<file path="config.mk">
export PLATFORM = sky130hd
export DESIGN_NAME = tlc_phase_scheduler
export DESIGN_NICKNAME = d
export VERILOG_FILES = /design/src/rtl/tlc_pkg.sv /design/src/rtl/tlc_tick_gen.sv /design/src/rtl/tlc_phase_scheduler.sv
export SDC_FILE = /design/constraint.sdc
export NUM_CORES = 1
export LEC_CHECK = 0
export CAP_MARGIN = 20
export CORE_MARGIN = 8
export CORE_UTILIZATION = 25
export DETAILED_ROUTE_END_ITERATION = 10
export GPL_TIMING_DRIVEN = 0
export SKIP_LAST_GASP = 1
export SYNTH_ARGS = -nofsm -noshare
export SYNTH_HDL_FRONTEND = slang
export SYNTH_SLANG_ARGS = --single-unit
export TNS_END_PERCENT = 10
</file>
<file path="constraint.sdc">
create_clock -name CK -period 3.2 [get_ports CK]
set_input_delay 0.64 -clock CK [delete_from_list [all_inputs] [get_ports CK]]
set_output_delay 0.64 -clock CK [all_outputs]
set_load 0.005 [all_outputs]
</file>
<file path="src/rtl/tlc_pkg.sv">
// tlc_pkg: phase codes, lamp patterns and default timing shared by the intersection controller.
package tlc_pkg;
  typedef enum logic [2:0] {
    G1  = 3'd0,
    Y1  = 3'd1,
    AR1 = 3'd2,
    G2  = 3'd3,
    Y2  = 3'd4,
    AR2 = 3'd5,
    WK  = 3'd6
  } phase_e;
  typedef struct packed {
    logic grn1;
    logic ylw1;
    logic red1;
    logic grn2;
    logic ylw2;
    logic red2;
    logic walk;
  } lamps_t;
  localparam lamps_t L_G1  = lamps_t'(7'b1000010);
  localparam lamps_t L_Y1  = lamps_t'(7'b0100010);
  localparam lamps_t L_AR  = lamps_t'(7'b0010010);
  localparam lamps_t L_G2  = lamps_t'(7'b0011000);
  localparam lamps_t L_Y2  = lamps_t'(7'b0010100);
  localparam lamps_t L_WK  = lamps_t'(7'b0010011);
  localparam int PRE_W_DEF   = 4;
  localparam int TW_DEF      = 4;
  localparam int T_G1MIN_DEF = 12;
  localparam int T_G2MAX_DEF = 8;
  localparam int T_Y_DEF     = 3;
  localparam int T_AR_DEF    = 1;
  localparam int T_WALK_DEF  = 5;
  function automatic lamps_t phase_lamps(input phase_e p);
    return p == G1 ? L_G1 :
           p == Y1 ? L_Y1 :
           p == G2 ? L_G2 :
           p == Y2 ? L_Y2 :
           p == WK ? L_WK : L_AR;
  endfunction
endpackage

</file>
<file path="src/rtl/tlc_tick_gen.sv">
// tlc_tick_gen: free-running prescaler that emits one tick per wrap, or every cycle in test mode.
module tlc_tick_gen #(
  parameter int PRE_W = 4
) (
  input  logic ck_i,
  input  logic clrn_i,
  input  logic test_i,
  output logic tick_o
);
  logic [PRE_W-1:0] pre_q, pre_d;
  always_comb pre_d = pre_q + 1'b1;
  always_ff @(posedge ck_i) pre_q <= !clrn_i ? '0 : pre_d;
  assign tick_o = test_i | (&pre_q);
endmodule

</file>
<file path="src/rtl/tlc_phase_scheduler.sv">
// tlc_phase_scheduler: sequences main/farm/walk phases on prescaled ticks with min/max green limits.
module tlc_phase_scheduler
  import tlc_pkg::*;
#(
  parameter int PRE_W   = PRE_W_DEF,
  parameter int TW      = TW_DEF,
  parameter int T_G1MIN = T_G1MIN_DEF,
  parameter int T_G2MAX = T_G2MAX_DEF,
  parameter int T_Y     = T_Y_DEF,
  parameter int T_AR    = T_AR_DEF,
  parameter int T_WALK  = T_WALK_DEF
) (
  input  logic       CK,
  input  logic       CLRN,
  input  logic       FM,
  input  logic       PED,
  input  logic       TEST,
  output logic       GRN1,
  output logic       YLW1,
  output logic       RED1,
  output logic       GRN2,
  output logic       YLW2,
  output logic       RED2,
  output logic       WALK,
  output logic [2:0] PHASE
);
  localparam int TMAX = (1 << TW) - 1;
  if (T_G1MIN < 1 || T_G1MIN > TMAX || T_G2MAX < 1 || T_G2MAX > TMAX || T_Y < 1 || T_Y > TMAX ||
      T_AR < 1 || T_AR > TMAX || T_WALK < 1 || T_WALK > TMAX) begin : g_bad_timing
    $error("tlc_phase_scheduler: timing parameter out of range for TW");
  end
  localparam logic [TW-1:0] G1_LAST = TW'(T_G1MIN - 1);
  localparam logic [TW-1:0] G2_LAST = TW'(T_G2MAX - 1);
  localparam logic [TW-1:0] Y_LAST  = TW'(T_Y - 1);
  localparam logic [TW-1:0] AR_LAST = TW'(T_AR - 1);
  localparam logic [TW-1:0] WK_LAST = TW'(T_WALK - 1);
  logic          tick;
  logic          fm_s1_q, fms_q, ped_s1_q, peds_q;
  logic          ped_pend_q, ped_pend_d;
  logic          from_main_q, from_main_d;
  phase_e        state_q, state_d;
  logic [TW-1:0] timer_q, timer_d;
  lamps_t        lamps_q;
  tlc_tick_gen #(.PRE_W(PRE_W)) u_tick (
    .ck_i  (CK),
    .clrn_i(CLRN),
    .test_i(TEST),
    .tick_o(tick)
  );
  always_comb begin
    state_d = state_q;
    if (tick) begin
      case (state_q)
        G1:      state_d = (timer_q >= G1_LAST && (fms_q || ped_pend_q)) ? Y1 : G1;
        Y1:      state_d = timer_q == Y_LAST ? AR1 : Y1;
        AR1:     state_d = timer_q == AR_LAST ? (ped_pend_q ? WK : G2) : AR1;
        G2:      state_d = (!fms_q || timer_q == G2_LAST) ? Y2 : G2;
        Y2:      state_d = timer_q == Y_LAST ? AR2 : Y2;
        AR2:     state_d = timer_q == AR_LAST ? (ped_pend_q ? WK : G1) : AR2;
        WK:      state_d = timer_q == WK_LAST ? ((from_main_q && fms_q) ? G2 : G1) : WK;
        default: state_d = G1;
      endcase
    end
  end
  // Requests are swallowed for the whole walk, not just its first cycle.
  always_comb begin
    ped_pend_d  = (state_d == WK || state_q == WK) ? 1'b0 : (ped_pend_q | peds_q);
    from_main_d = (state_d == WK && state_q == AR1) ? 1'b1 :
                  (state_d == WK && state_q == AR2) ? 1'b0 : from_main_q;
    timer_d     = state_d != state_q ? '0 :
                  (tick && timer_q != TW'(TMAX)) ? timer_q + 1'b1 : timer_q;
  end
  always_ff @(posedge CK) begin
    if (!CLRN) begin
      fm_s1_q     <= 1'b0;
      fms_q       <= 1'b0;
      ped_s1_q    <= 1'b0;
      peds_q      <= 1'b0;
      ped_pend_q  <= 1'b0;
      from_main_q <= 1'b0;
      state_q     <= G1;
      timer_q     <= '0;
      lamps_q     <= L_G1;
    end else begin
      fm_s1_q     <= FM;
      fms_q       <= fm_s1_q;
      ped_s1_q    <= PED;
      peds_q      <= ped_s1_q;
      ped_pend_q  <= ped_pend_d;
      from_main_q <= from_main_d;
      state_q     <= state_d;
      timer_q     <= timer_d;
      lamps_q     <= phase_lamps(state_d);
    end
  end
  assign GRN1  = lamps_q.grn1;
  assign YLW1  = lamps_q.ylw1;
  assign RED1  = lamps_q.red1;
  assign GRN2  = lamps_q.grn2;
  assign YLW2  = lamps_q.ylw2;
  assign RED2  = lamps_q.red2;
  assign WALK  = lamps_q.walk;
  assign PHASE = state_q;
endmodule
</file>
==> Word level (Yosys, flattened, before mapping) <==
Index checks and enable logic that the tools add are counted.
{ "word_totals": {"memories": 0, "latchBits": 0, "register_bits": 24, "ramBits": 0, "rom_bits": 0, "output_inout_bits": 10, "word_cells": 75} }
{ "op_classes": {"order_cmp": 1, "bitwise_logic": 3, "mul": 0, "add_sub_neg": 2, "shifts": 0, "n_reduce_logical": 20, "mux": 18, "eq_ne": 15, "div": 0} }
{ "ops": {"columns": ["operator", "n"], "rows": [
  ["$mux W3", 8],
  ["$pmux W3 S7", 1],
  ["$eq A3 B3 Y1 const B", 5],
  ["$eq A3 B2 Y1 const B", 3],
  ["$add A4 B1 Y4 const B", 2],
  ["$eq A4 B3 Y1 const B", 2],
  ["$eq A3 B1 Y1 const B", 2],
  ["$logic_not A3 Y1", 2],
  ["$mux W6", 1],
  ["$reduce_or A2 Y1", 3],
  ["$logic_and A1 B1 Y1", 5],
  ["$mux W1", 5],
  ["$reduce_or A5 Y1", 1],
  ["$eq A4 B2 Y1 const B", 1],
  ["$ge A4 B4 Y1 const B", 1],
  ["$logic_not A4 Y1", 1],
  ["$mux W2", 2],
  ["$mux W4", 1],
  ["$ne A4 B4 Y1 const B", 1],
  ["$reduce_and A4 Y1", 1],
  ["$reduce_or A4 Y1", 1],
  ["$logic_or A1 B1 Y1", 3],
  ["$ne A3 B3 Y1", 1],
  ["$reduce_or A3 Y1", 1],
  ["other kinds (4)", 5]
]} }

==> Longest topological paths before layout <==
{ "depth": {"word_depth": 10, "mapped_depth": 8} }

==> Hierarchy <==
Synthesis repeated with hierarchy kept, for this count alone.
{ "hier_totals": {"hier_cells": 137, "area_unflattened_um2": 1242.4} }
{ "modules_own_cells": {"columns": ["mod", "cells_per_inst", "seq_area_each_um2", "instances", "area_per_inst_um2"], "rows": [
  ["tlc_phase_scheduler", 123, 400.4, 1, 1088.5],
  ["tlc_tick_gen", 14, 80.1, 1, 153.9]
]} }

==> Worst setup path after synthesis <==
No wires, ideal clock.
{ "synth_timing": {"kind": "register -> register", "start": "register timer_q[0]", "end": "register lamps_q, in the netlist RED2", "setup_time_ns": 0.138, "t_arrival_ns": 1.932, "stages_incl_launch_ff": 9, "path_slack_ns": 1.130, "path_cell_list": "dfxtp_1 -> inv_1 -> ha_1 -> nor3b_1 -> mux2i_1 -> a31oi_1 -> or4_4 -> a2111oi_4 -> a31oi_2"} }
{ "synth_between": {"elab_chain_cells": 8, "elab_cells_between_ends": 23, "classes_between": "1 x order compare; 6 x eq/ne; 11 x mux; 5 x reduce/logical"} }
{ "synth_rtl": {"columns": ["element", "line", "rtl"], "rows": [
  ["from (decl)", "tlc_phase_scheduler.sv:42", "logic [TW-1:0] timer_q, timer_d;"],
  ["from (signal assigned)", "tlc_phase_scheduler.sv:92", "timer_q <= timer_d;"],
  ["$ge A4 B4 Y1 or $eq A4 B3 Y1 (tied branches)", "tlc_phase_scheduler.sv:54, tlc_phase_scheduler.sv:57", null],
  ["$logic_and A1 B1 Y1 or $logic_or A1 B1 Y1 (tied branches)", "tlc_phase_scheduler.sv:54, tlc_phase_scheduler.sv:57", null],
  ["$mux W1 or $mux W3 (tied branches)", "tlc_phase_scheduler.sv:54, tlc_phase_scheduler.sv:57", null],
  ["$pmux W3 S7 (*)", "tlc_phase_scheduler.sv:53", "case (state_q)"],
  ["$mux W3 (*)", "tlc_phase_scheduler.sv:52", "if (tick) begin"],
  ["$eq A3 B3 Y1", "tlc_pkg.sv:38", "p == Y2 ? L_Y2 :"],
  ["$mux W3", "tlc_pkg.sv:38", null],
  ["$mux W4", "tlc_pkg.sv:37", "p == G2 ? L_G2 :"],
  ["to (signal assigned)", "tlc_phase_scheduler.sv:93", "lamps_q <= phase_lamps(state_d);"],
  ["to (decl)", "tlc_phase_scheduler.sv:43", "lamps_t lamps_q;"]
]} }
Every way passes the cells marked *; elsewhere a longest branch is shown, timed or not.
A chain may end at the register's enable or synchronous reset.

==> Final worst setup path <==
Ends and elaborated chain as after synthesis.

==> flow_summary.yaml <==
outcome:
  run_status: "finished, final reports clean"
cells_and_area:
  nFillCells: 506
  fin_cells: 222
  diodes: 0
  drive_gt1_frac: 0.09677
  nets: 165
  post-route-util: 0.3219
  register_area_um2: 480.5
  multi_input_area_um2: 685.7
  final_cell_mix: "dfxtp_1 (24), clkdlybuf4s50_1 (14), and2_1 (10), a21oi_1 (10)"
  syn_to_final_growth_pct: 24.11
  mostFrequentLayoutCell: "dfxtp_1"
  fin_area_um2: 1520
synth:
  yosys_warnings: 0
  ys_seq_area_frac: 0.3922
  synth_seq_cells: 24
  synth_nets: 146
  synth_edf_count: 0
  synth_cells: 137
  synth.distinct_cells: 43
  synth-async-reset-ratio: 0
  ys.flop_type: "dfxtp_1"
  syn_avg_cell_area_um2: 8.941
  netlist_area_um2: 1225
detailed_routing:
  top_layer_used: "met4"
  avgRoutedWirePerCell_um: 13.18
  vias: 1038
  drc: 0
  vias_per_cell: 4.676
  drt-initial-drc-count: 71
  wl_met2_um: 1327
  met3_length_um: 182
  drt-total-wl_um: 2927
  ant_nets: 0
  first_pass_iters: 5
  wl_met1_um: 1359
global_routing:
  grt_max_degree: 15
  grt_pass1_vias: 1093
  antenna_found_initial: 0
  grt_pass1_wl_um: 5071
  grt_remaining_overflow: 0
  grt_use_total: 0.08596
placement:
  post-dp-hpwl_um: 2221
  place_area_um2: 1449
  portBuffers: 14
  place_congestion: 0.8993
  dp_slack_ns: 0.6788
  placed_cells: 218
hold_path:
  hold_class: "register to register"
die:
  pin_count: 15
  die_h_um: 86.00
  core_um2: 4723
  start_util: 0.2593
  die-area_um2: 7395
  fp-row-count: 25
  die_x_um: 86.00
worst_setup_path:
  crit_path_start_kind: "register"
  cp_max_fo: 4
  critPathCaptureType: "register"
  critPathKind: "register to register"
  critPathRequiredTime_ns: 3.34
  cp.arrival_ns: 2.47
sta:
  hold_ws_ns: 0.4417
  relSlewSlack: 0.5833
  finClkSkew_ns: 0.002377
  finalSetupViolations: 0
  finalHoldViolations: 0
  drv_slew: 0
  timing.final.crit_share: 0.7280
  timing.final.ws_setup_ns: 0.8703
  min_period_ns: 2.330
  fmax_ghz: 0.4292
  rsz0062_at_grt: "no"
  setup_tns_ns: 0
  worst_pin_slew_ns: 0.6221
power_and_ir_drop:
  ir_drop_uv: 224.8
  p_leak_nw: 0.5447
  power_density_nw_per_um2: 444.4
  power.total_mw: 0.6756
clock_tree:
  hold_buffers: 0
  cts-root-buf: "clkbuf_8"
  path_clk_slew_ns: 0.08
  clock_sinks: 24
  clock_latency_ns: 0.27
  cts_inserted_buffers: 3
  cts_buffer_depth: 2
  post_cts_buffers: 0
  ctsHtreeMaxLevel: 1
  post_cts_resized: 0
  cts_tree: "yes"
flow_run:
  drv_cap: 0
==> cells in the mapped netlist, types with 2 or more instances <==
library cell	number	area (um^2)
ha_1	4	50.05
xnor2_1	2	17.52
a31o_2	2	17.52
clkbuf_1	3	11.26
nor2_1	9	33.78
nand2b_1	3	18.77
o21ai_0	6	30.03
nor4_1	2	12.51
nor3b_1	2	15.01
and3_1	2	12.51
inv_1	7	26.28
dfxtp_1	24	480.5
a31oi_1	5	31.28
a41oi_1	2	17.52
mux2i_1	2	20.02
nor2b_1	2	12.51
and2_1	10	62.56
o31ai_1	2	15.01
nand3_1	5	25.02
buf_2	2	10.01
a21oi_1	10	50.05
o21a_1	2	15.01
nand2_1	9	33.78
==> kinds of logic after synthesis <==
group / share of synthesized area
simple gates: 0.2441
buf+inv: 0.04801
compound gates: 0.2370
xor+xnor: 0.02145
fa+ha+maj: 0.04086
mux: 0.01634
flops: 0.3922
==> final timing paths <==
check	start	endpoint	slack (ns)	cells past startpoint
setup / recovery	timer_q[0]	RED2	0.87	8
hold / removal	ped_s1_q	peds_q	0.44	1
setup reg to reg	timer_q[0]	RED2	0.87	8
hold reg to reg	ped_s1_q	peds_q	0.44	1
==> area by class of cell <==
cell class / count / share of cell area
Clock inverter: 1 / 0.01975
Buffer: 6 / 0.02140
Multi-Input combinational cell: 100 / 0.4510
Sequential cell: 24 / 0.3160
Timing Repair Buffer: 14 / 0.09218
Tap cell: 67 / 0.05514
Clock buffer: 3 / 0.02716
Inverter: 7 / 0.01728
==> metal layers <==
layer  track usage  vias to the layer above
met5             0                        -
met1        0.1038                      485
li1              -                      529
met3       0.02292                        5
met2        0.1365                       19
met4       0.04299                        0
==> critical path, cell delays in order (launching register included) <==
cell	delay, ns
dfxtp_1	0.34
inv_1	0.11
ha_1	0.18
nor3b_1	0.32
mux2i_1	0.28
a31oi_1	0.08
or4_4	0.47
a2111oi_4	0.36
a31oi_2	0.06
==> power by group <==
| part | leakage [nW] | internal, mW | switching (mW) |
|---|---|---|---|
| Combinational | 0.313 | 0.0386 | 0.0487 |
| Sequential | 0.196 | 0.312 | 0.0106 |
| Clock | 0.0357 | 0.167 | 0.0987 |
| Total | 0.545 | 0.518 | 0.158 |
Power figures use the tool's default switching activity.
